**config.mk**
```make
export PLATFORM = sky130hd
export DESIGN_NAME = ks_prefix_pipe
export DESIGN_NICKNAME = d
export VERILOG_FILES = /design/src/rtl/ks_prefix_pipe.sv
export SDC_FILE = /design/constraint.sdc
export NUM_CORES = 1
export LEC_CHECK = 0
export ABC_CLOCK_PERIOD_IN_PS = 17650
export BUFFER_PORTS_ARGS = -buffer_cell sky130_fd_sc_hd__buf_2
export CELL_PAD_IN_SITES_DETAIL_PLACEMENT = 0
export CELL_PAD_IN_SITES_GLOBAL_PLACEMENT = 1
export CORE_MARGIN = 1
export CORE_UTILIZATION = 48
export CTS_CLUSTER_SIZE = 24
export DETAILED_ROUTE_END_ITERATION = 10
export GPL_ROUTABILITY_DRIVEN = 0
export PLACE_DENSITY = 0.85
export SYNTH_ARGS = -nofsm -noshare
export SYNTH_HDL_FRONTEND = slang
export SYNTH_SLANG_ARGS = --single-unit
```
**constraint.sdc**
```tcl
create_clock -name i_clk -period 17.65 [get_ports i_clk]
set_input_delay 4.4125 -clock i_clk [delete_from_list [all_inputs] [get_ports i_clk]]
set_output_delay 4.4125 -clock i_clk [all_outputs]
set_load 0.01 [all_outputs]
```
**src/rtl/ks_prefix_pipe.sv**
```systemverilog
// ks_prefix_pipe
//   Pipelined Kogge-Stone prefix tree plus sum stage. It takes per-bit
//   propagate/generate vectors and a carry-in from the pg stage, resolves one
//   prefix level per pipeline stage and forms sum, carry-out and signed
//   overflow in the last stage's registers.
//
// Ports
//   i_clk, i_rst    clock (rising edge), asynchronous active-high reset
//   i_flush         synchronous flush, drops every in-flight operation
//   i_valid/o_ready upstream handshake (o_ready is low while flushing)
//   i_c0_1          carry-in
//   i_pk_1, i_gk_1  per-bit propagate / generate, WIDTH bits
//   o_valid/i_ready downstream handshake
//   o_sum           a+b+c0 modulo 2^WIDTH
//   o_cout          carry out of bit WIDTH-1
//   o_ovf           two's-complement overflow

// One prefix level at distance D. Positions with no partner at i-D combine
// with the carry-in as (G,P) = (c0,0). That combine is idempotent (it forces
// P to 0), so applying it at every level is the same as applying it once.
module ks_level #(
  parameter int WIDTH = 16,
  parameter int D     = 1
) (
  input  logic [WIDTH-1:0] g_i,
  input  logic [WIDTH-1:0] pg_i,
  input  logic             c0_i,
  output logic [WIDTH-1:0] g_o,
  output logic [WIDTH-1:0] pg_o
);
  for (genvar i = 0; i < WIDTH; i++) begin : g_bit
    if (i >= D) begin : g_pair
      assign g_o[i]  = g_i[i] | (pg_i[i] & g_i[i-D]);
      assign pg_o[i] = pg_i[i] & pg_i[i-D];
    end else begin : g_cin
      assign g_o[i]  = g_i[i] | (pg_i[i] & c0_i);
      assign pg_o[i] = 1'b0;
    end
  end
endmodule

module ks_prefix_pipe #(
  parameter  int WIDTH = 16,
  localparam int LVL   = $clog2(WIDTH)
) (
  input  logic             i_clk,
  input  logic             i_rst,
  input  logic             i_flush,
  input  logic             i_valid,
  output logic             o_ready,
  input  logic             i_c0_1,
  input  logic [WIDTH-1:0] i_pk_1,
  input  logic [WIDTH-1:0] i_gk_1,
  output logic             o_valid,
  input  logic             i_ready,
  output logic [WIDTH-1:0] o_sum,
  output logic             o_cout,
  output logic             o_ovf
);

  // Stage k inputs (_s) and combined level-k results (_d)
  logic [LVL:1][WIDTH-1:0] g_s, pg_s, p_s, g_d, pg_d;
  logic [LVL:1]            c0_s, vld_s, adv;

  // Registers between stages 1..LVL-1; stage LVL registers hold the result
  logic [LVL-1:1][WIDTH-1:0] g_q, pg_q, p_q;
  logic [LVL-1:1]            c0_q;
  logic [LVL:1]              vld_q;
  logic [WIDTH-1:0]          sum_q, sum_d;
  logic                      cout_q, cout_d, ovf_q, ovf_d;
  logic [WIDTH:0]            c;
  logic                      accept;

  // A stage advances when it is empty or its successor moves on, so bubbles
  // collapse and o_ready only falls once every stage holds an operation.
  always_comb begin
    adv = '0;
    adv[LVL] = ~vld_q[LVL] | i_ready;
    for (int k = LVL - 1; k >= 1; k--)
      adv[k] = ~vld_q[k] | adv[k+1];
  end

  assign o_ready = adv[1] & ~i_flush;
  assign accept  = i_valid & o_ready;

  for (genvar k = 1; k <= LVL; k++) begin : g_stage
    if (k == 1) begin : g_first
      assign g_s[k]   = i_gk_1;
      assign pg_s[k]  = i_pk_1;
      assign p_s[k]   = i_pk_1;
      assign c0_s[k]  = i_c0_1;
      assign vld_s[k] = accept;
    end else begin : g_next
      assign g_s[k]   = g_q[k-1];
      assign pg_s[k]  = pg_q[k-1];
      assign p_s[k]   = p_q[k-1];
      assign c0_s[k]  = c0_q[k-1];
      assign vld_s[k] = vld_q[k-1];
    end

    ks_level #(.WIDTH(WIDTH), .D(1 << (k - 1))) u_lvl (
      .g_i  (g_s[k]),
      .pg_i (pg_s[k]),
      .c0_i (c0_s[k]),
      .g_o  (g_d[k]),
      .pg_o (pg_d[k])
    );
  end

  // After LVL levels every group spans down to bit 0, but the topmost
  // positions never met the carry-in; folding c0 in here completes them
  // (a no-op for positions whose P is already 0).
  always_comb begin
    c    = '0;
    c[0] = c0_s[LVL];
    for (int i = 0; i < WIDTH; i++)
      c[i+1] = g_d[LVL][i] | (pg_d[LVL][i] & c0_s[LVL]);
    sum_d  = p_s[LVL] ^ c[WIDTH-1:0];
    cout_d = c[WIDTH];
    ovf_d  = c[WIDTH] ^ c[WIDTH-1];
  end

  // Valid bits: reset over flush over handshake
  always_ff @(posedge i_clk or posedge i_rst) begin
    if (i_rst) begin
      vld_q <= '0;
    end else if (i_flush) begin
      vld_q <= '0;
    end else begin
      for (int k = 1; k <= LVL; k++)
        if (adv[k]) vld_q[k] <= vld_s[k];
    end
  end

  // Data only moves with a valid operation, so a stalled output holds.
  always_ff @(posedge i_clk or posedge i_rst) begin
    if (i_rst) begin
      g_q    <= '0;
      pg_q   <= '0;
      p_q    <= '0;
      c0_q   <= '0;
      sum_q  <= '0;
      cout_q <= 1'b0;
      ovf_q  <= 1'b0;
    end else begin
      for (int k = 1; k <= LVL - 1; k++) begin
        if (adv[k] && vld_s[k]) begin
          g_q[k]  <= g_d[k];
          pg_q[k] <= pg_d[k];
          p_q[k]  <= p_s[k];
          c0_q[k] <= c0_s[k];
        end
      end
      if (adv[LVL] && vld_s[LVL]) begin
        sum_q  <= sum_d;
        cout_q <= cout_d;
        ovf_q  <= ovf_d;
      end
    end
  end

  assign o_valid = vld_q[LVL];
  assign o_sum   = sum_q;
  assign o_cout  = cout_q;
  assign o_ovf   = ovf_q;

endmodule

```
==> flow_metrics.tcl <==
set metrics [dict create \
    setup_viol_count_final 0 \
    seq_area_frac_synth_pct 60.6 \
    synth.top_cell.area_share_pct 60.6 \
    critPathCaptureType "output pin" \
    nNetsFinal 636 \
    post-cts-setup-buffer-count 0 \
    wire_length_of_the_first_global_routing_pass_mm 24.0 \
    grt_setup_unrepaired "false" \
    tritoncts.num_buffers 17 \
    post_synth_and_or_nand_nor_area_fraction_pct 4.68 \
    slew_viol_final 0 \
    reg2reg_slack_ns 15.03 \
    design.core.area_sq_mm 0.0132 \
    cts_htree_levels 4 \
    met3_length_um 759 \
    cp.required_ns 13.24 \
    critPathLaunch "i_ready" \
    preCtsSetupSlack_ns 7.03 \
    wirelength_met1_mm 6.95 \
    synthXorXnorAreaFrac_pct 2.15 \
    clk_path_buf_depth 2 \
    crit_end "o_ready" \
    critical_path_class "in2out" \
    cp-start-kind "input port" \
    regToRegEndpoint "g_q[1]" \
    synthTopCellsByCount "158 x sky130_fd_sc_hd__dfrtp_1, 100 x sky130_fd_sc_hd__a21oi_1, 65 x sky130_fd_sc_hd__o21ai_0, 60 x sky130_fd_sc_hd__mux2_2, 30 x sky130_fd_sc_hd__nand2_1" \
    route.vias.total 4500 \
    detailedRoute.firstPassIterationCount 7 \
    synth_cell_type_count 30 \
    design_power_total_uw 1030 \
    critical_path.reg2reg.startpoint "vld_q[2]" \
    worst_hold_path_type "reg2reg" \
    worst_path_fanout_max 32 \
    cellLeakagePower_uw 0.00317 \
    post-route-cell-area_sq_mm 0.00748 \
    antenna_left 0 \
    clock_tree_sinks 158 \
    finalSetupTns_ns 0 \
    asyncSetResetFlopFracSynth_pct 100 \
    ant_diodes 0 \
    fp.dieH_um 119 \
    setup_slack_ns 7.05 \
    io_pins 58 \
    fp.dieArea_sq_mm 0.0141 \
    syn-cell-area_sq_mm 0.00652 \
    gr-total-overflow 0 \
    hold_buffers 0 \
    dr_wl_met2_mm 6.64 \
    cp_cell_sequence "buf_2 -> and4b_4 -> a21o_1 -> inv_1 -> buf_2" \
    chipWidth_um 119 \
    layout_worst_path_cycle_share_pct 60.1 \
    synthesis.yosys.warnings 0 \
    worst_setup_hold_path_clk_slew_ns 0.06 \
    dp_hpwl_mm 9.89 \
    drt-vias-per-instance 5.72 \
    synth_compound_gate_area_share_pct 18.0 \
    synth_top_cells_by_area "sky130_fd_sc_hd__dfrtp_1 61%, sky130_fd_sc_hd__mux2_2 10%, sky130_fd_sc_hd__a21oi_1 7.7%" \
    drv.max_cap_violation_count 0 \
    clkLatencyLatePin_ns 0.42 \
    worst-slew-pin-transition_ns 1.00 \
    start_util_pct 49.3 \
    row_count 42 \
    worst_rel_slew_slack_pct 33.2 \
    post_route_cells_drive_above_1_share_pct 26.2 \
    hold_viol_final 0 \
    synth-adder-area-share_pct 0 \
    crit_path_max_incr_delay_ns 0.85 \
    worst_ep_arrival_time_ns 6.19 \
    slowest_stage "sky130_fd_sc_hd__a21o_1" \
    worst_hold_startpoint "o_sum[8]" \
    period_minus_slack_ns 10.60 \
    clock_tree_from_tritoncts "yes" \
    post_drt_wl_per_cell_um 18.7 \
    pin_count_of_the_biggest_net_entering_global_routing 91 \
    number_of_synthesized_register_bits 158 \
    synth_mux_area_share_pct 11.0 \
    detailed_place.area_sq_mm 0.00689 \
    drt_iter0_markers 347 \
    cell_type_with_the_highest_aggregate_area_in_the_netlist "sky130_fd_sc_hd__dfrtp_1" \
    synth_cells 554 \
    post_cts_resized 0 \
    dominant_combinational_cell_family_by_area_after_synthesis "compound AO/OA/AOI/OAI gates" \
    topRoutingLayerUsed "met4" \
    top_achievable_clock_speed_ghz 0.0943 \
    maximum_ir_drop_on_the_vdd_rail_v 0.0000648 \
    grtUsageTotal_pct 22.4 \
    power_per_cell_area_mw_per_mm2 137 \
    via_count_of_the_first_global_routing_pass 4479 \
    number_of_enable_type_register_cells_in_the_synthesized_netlist 0 \
    synth_most_common_cell "sky130_fd_sc_hd__dfrtp_1" \
    timing.reg2reg.worst_path_depth 3 \
    cts-root-buf "sky130_fd_sc_hd__clkbuf_16" \
    most_used_flip_flop_cell_after_synthesis "sky130_fd_sc_hd__dfrtp_1" \
    routed_wirelength_mm 14.7 \
    detail_route.drc_violations 0 \
    io_buffer_count 57 \
    fin_skew_ns 0.00802 \
    antenna_found_initial 0 \
    crit_path_frequent_cell "sky130_fd_sc_hd__buf_2" \
    avgSynthCellArea_sq_um 11.8 \
    post-route-util_pct 56.5 \
    status "finished clean" \
    synthToLayoutAreaGrowth_pct 14.8 \
    syn_nets 592 \
]
[cell usage in the layout (no fill, tap or decap), types with 16 or more instances in the layout]
cell,n
sky130_fd_sc_hd__mux2_2,60
sky130_fd_sc_hd__buf_2,57
sky130_fd_sc_hd__o21ai_0,65
sky130_fd_sc_hd__nand3_1,16
sky130_fd_sc_hd__nand2_1,30
sky130_fd_sc_hd__clkbuf_16,17
sky130_fd_sc_hd__dfrtp_1,158
sky130_fd_sc_hd__a21oi_1,100
sky130_fd_sc_hd__o22a_1,16
[how the worst min path moves through the flow]
stage | endpoint | slack (ns) | depth (start not counted)
after floorplan | p_q[33] | 0.46 | 1
after global placement | p_q[33] | 0.48 | 1
after detailed placement | p_q[33] | 0.49 | 1
after CTS | p_q[33] | 0.50 | 1
after global routing | o_sum[8] | 0.52 | 1
final | o_sum[8] | 0.50 | 1
[worst max-delay path, delay by kind of cell]
kind / cells / cell delay [ns]
buf+inv: 3 / 0.36
compound gates: 1 / 0.85
simple gates: 1 / 0.56
[cell families after synthesis]
group,count (synthesis)
mux,63
simple gates,62
buf+inv,51
compound gates,204
flops,158
xor+xnor,16
[layer usage]
metal / vias to the layer above / global-route usage (%)
met4: 0 / 8.07
met1: 2259 / 32.6
met3: 24 / 4.78
met2: 134 / 33.2
met5: - / 0
li1: 2083 / -
[sequential cells by signal, indices dropped and copies added, names as in the netlist]
register,cells
g_q,48
vld_q,4
c0_q,3
p_q,48
o_sum,16
o_cout,1
o_ovf,1
pg_q,37
[where the power goes]
group,leakage [uW],switching (uW),internal (uW)
Sequential,0.00190,57.0,437
Clock,0.000294,157,214
Combinational,0.000977,77.7,86.3
[through the flow]
step	hold WS, ns	std cells
floorplan	0.459	554
global route	0.524	787
detailed placement	0.488	755
CTS	0.502	787
finish	0.501	787
global placement	0.475	755
[layout make-up]
| type | count | area, sq um |
|---|---|---|
| repair buffers | 61 | 315 |
| clock inverters | 15 | 174 |
| multi-input cells | 345 | 2330 |
| inverters | 15 | 61.3 |
| clock buffers | 17 | 425 |
| fillers | 1197 | 5760 |
| flip-flops and latches | 158 | 3950 |
| well taps | 176 | 220 |
Power figures use the tool's default switching activity.
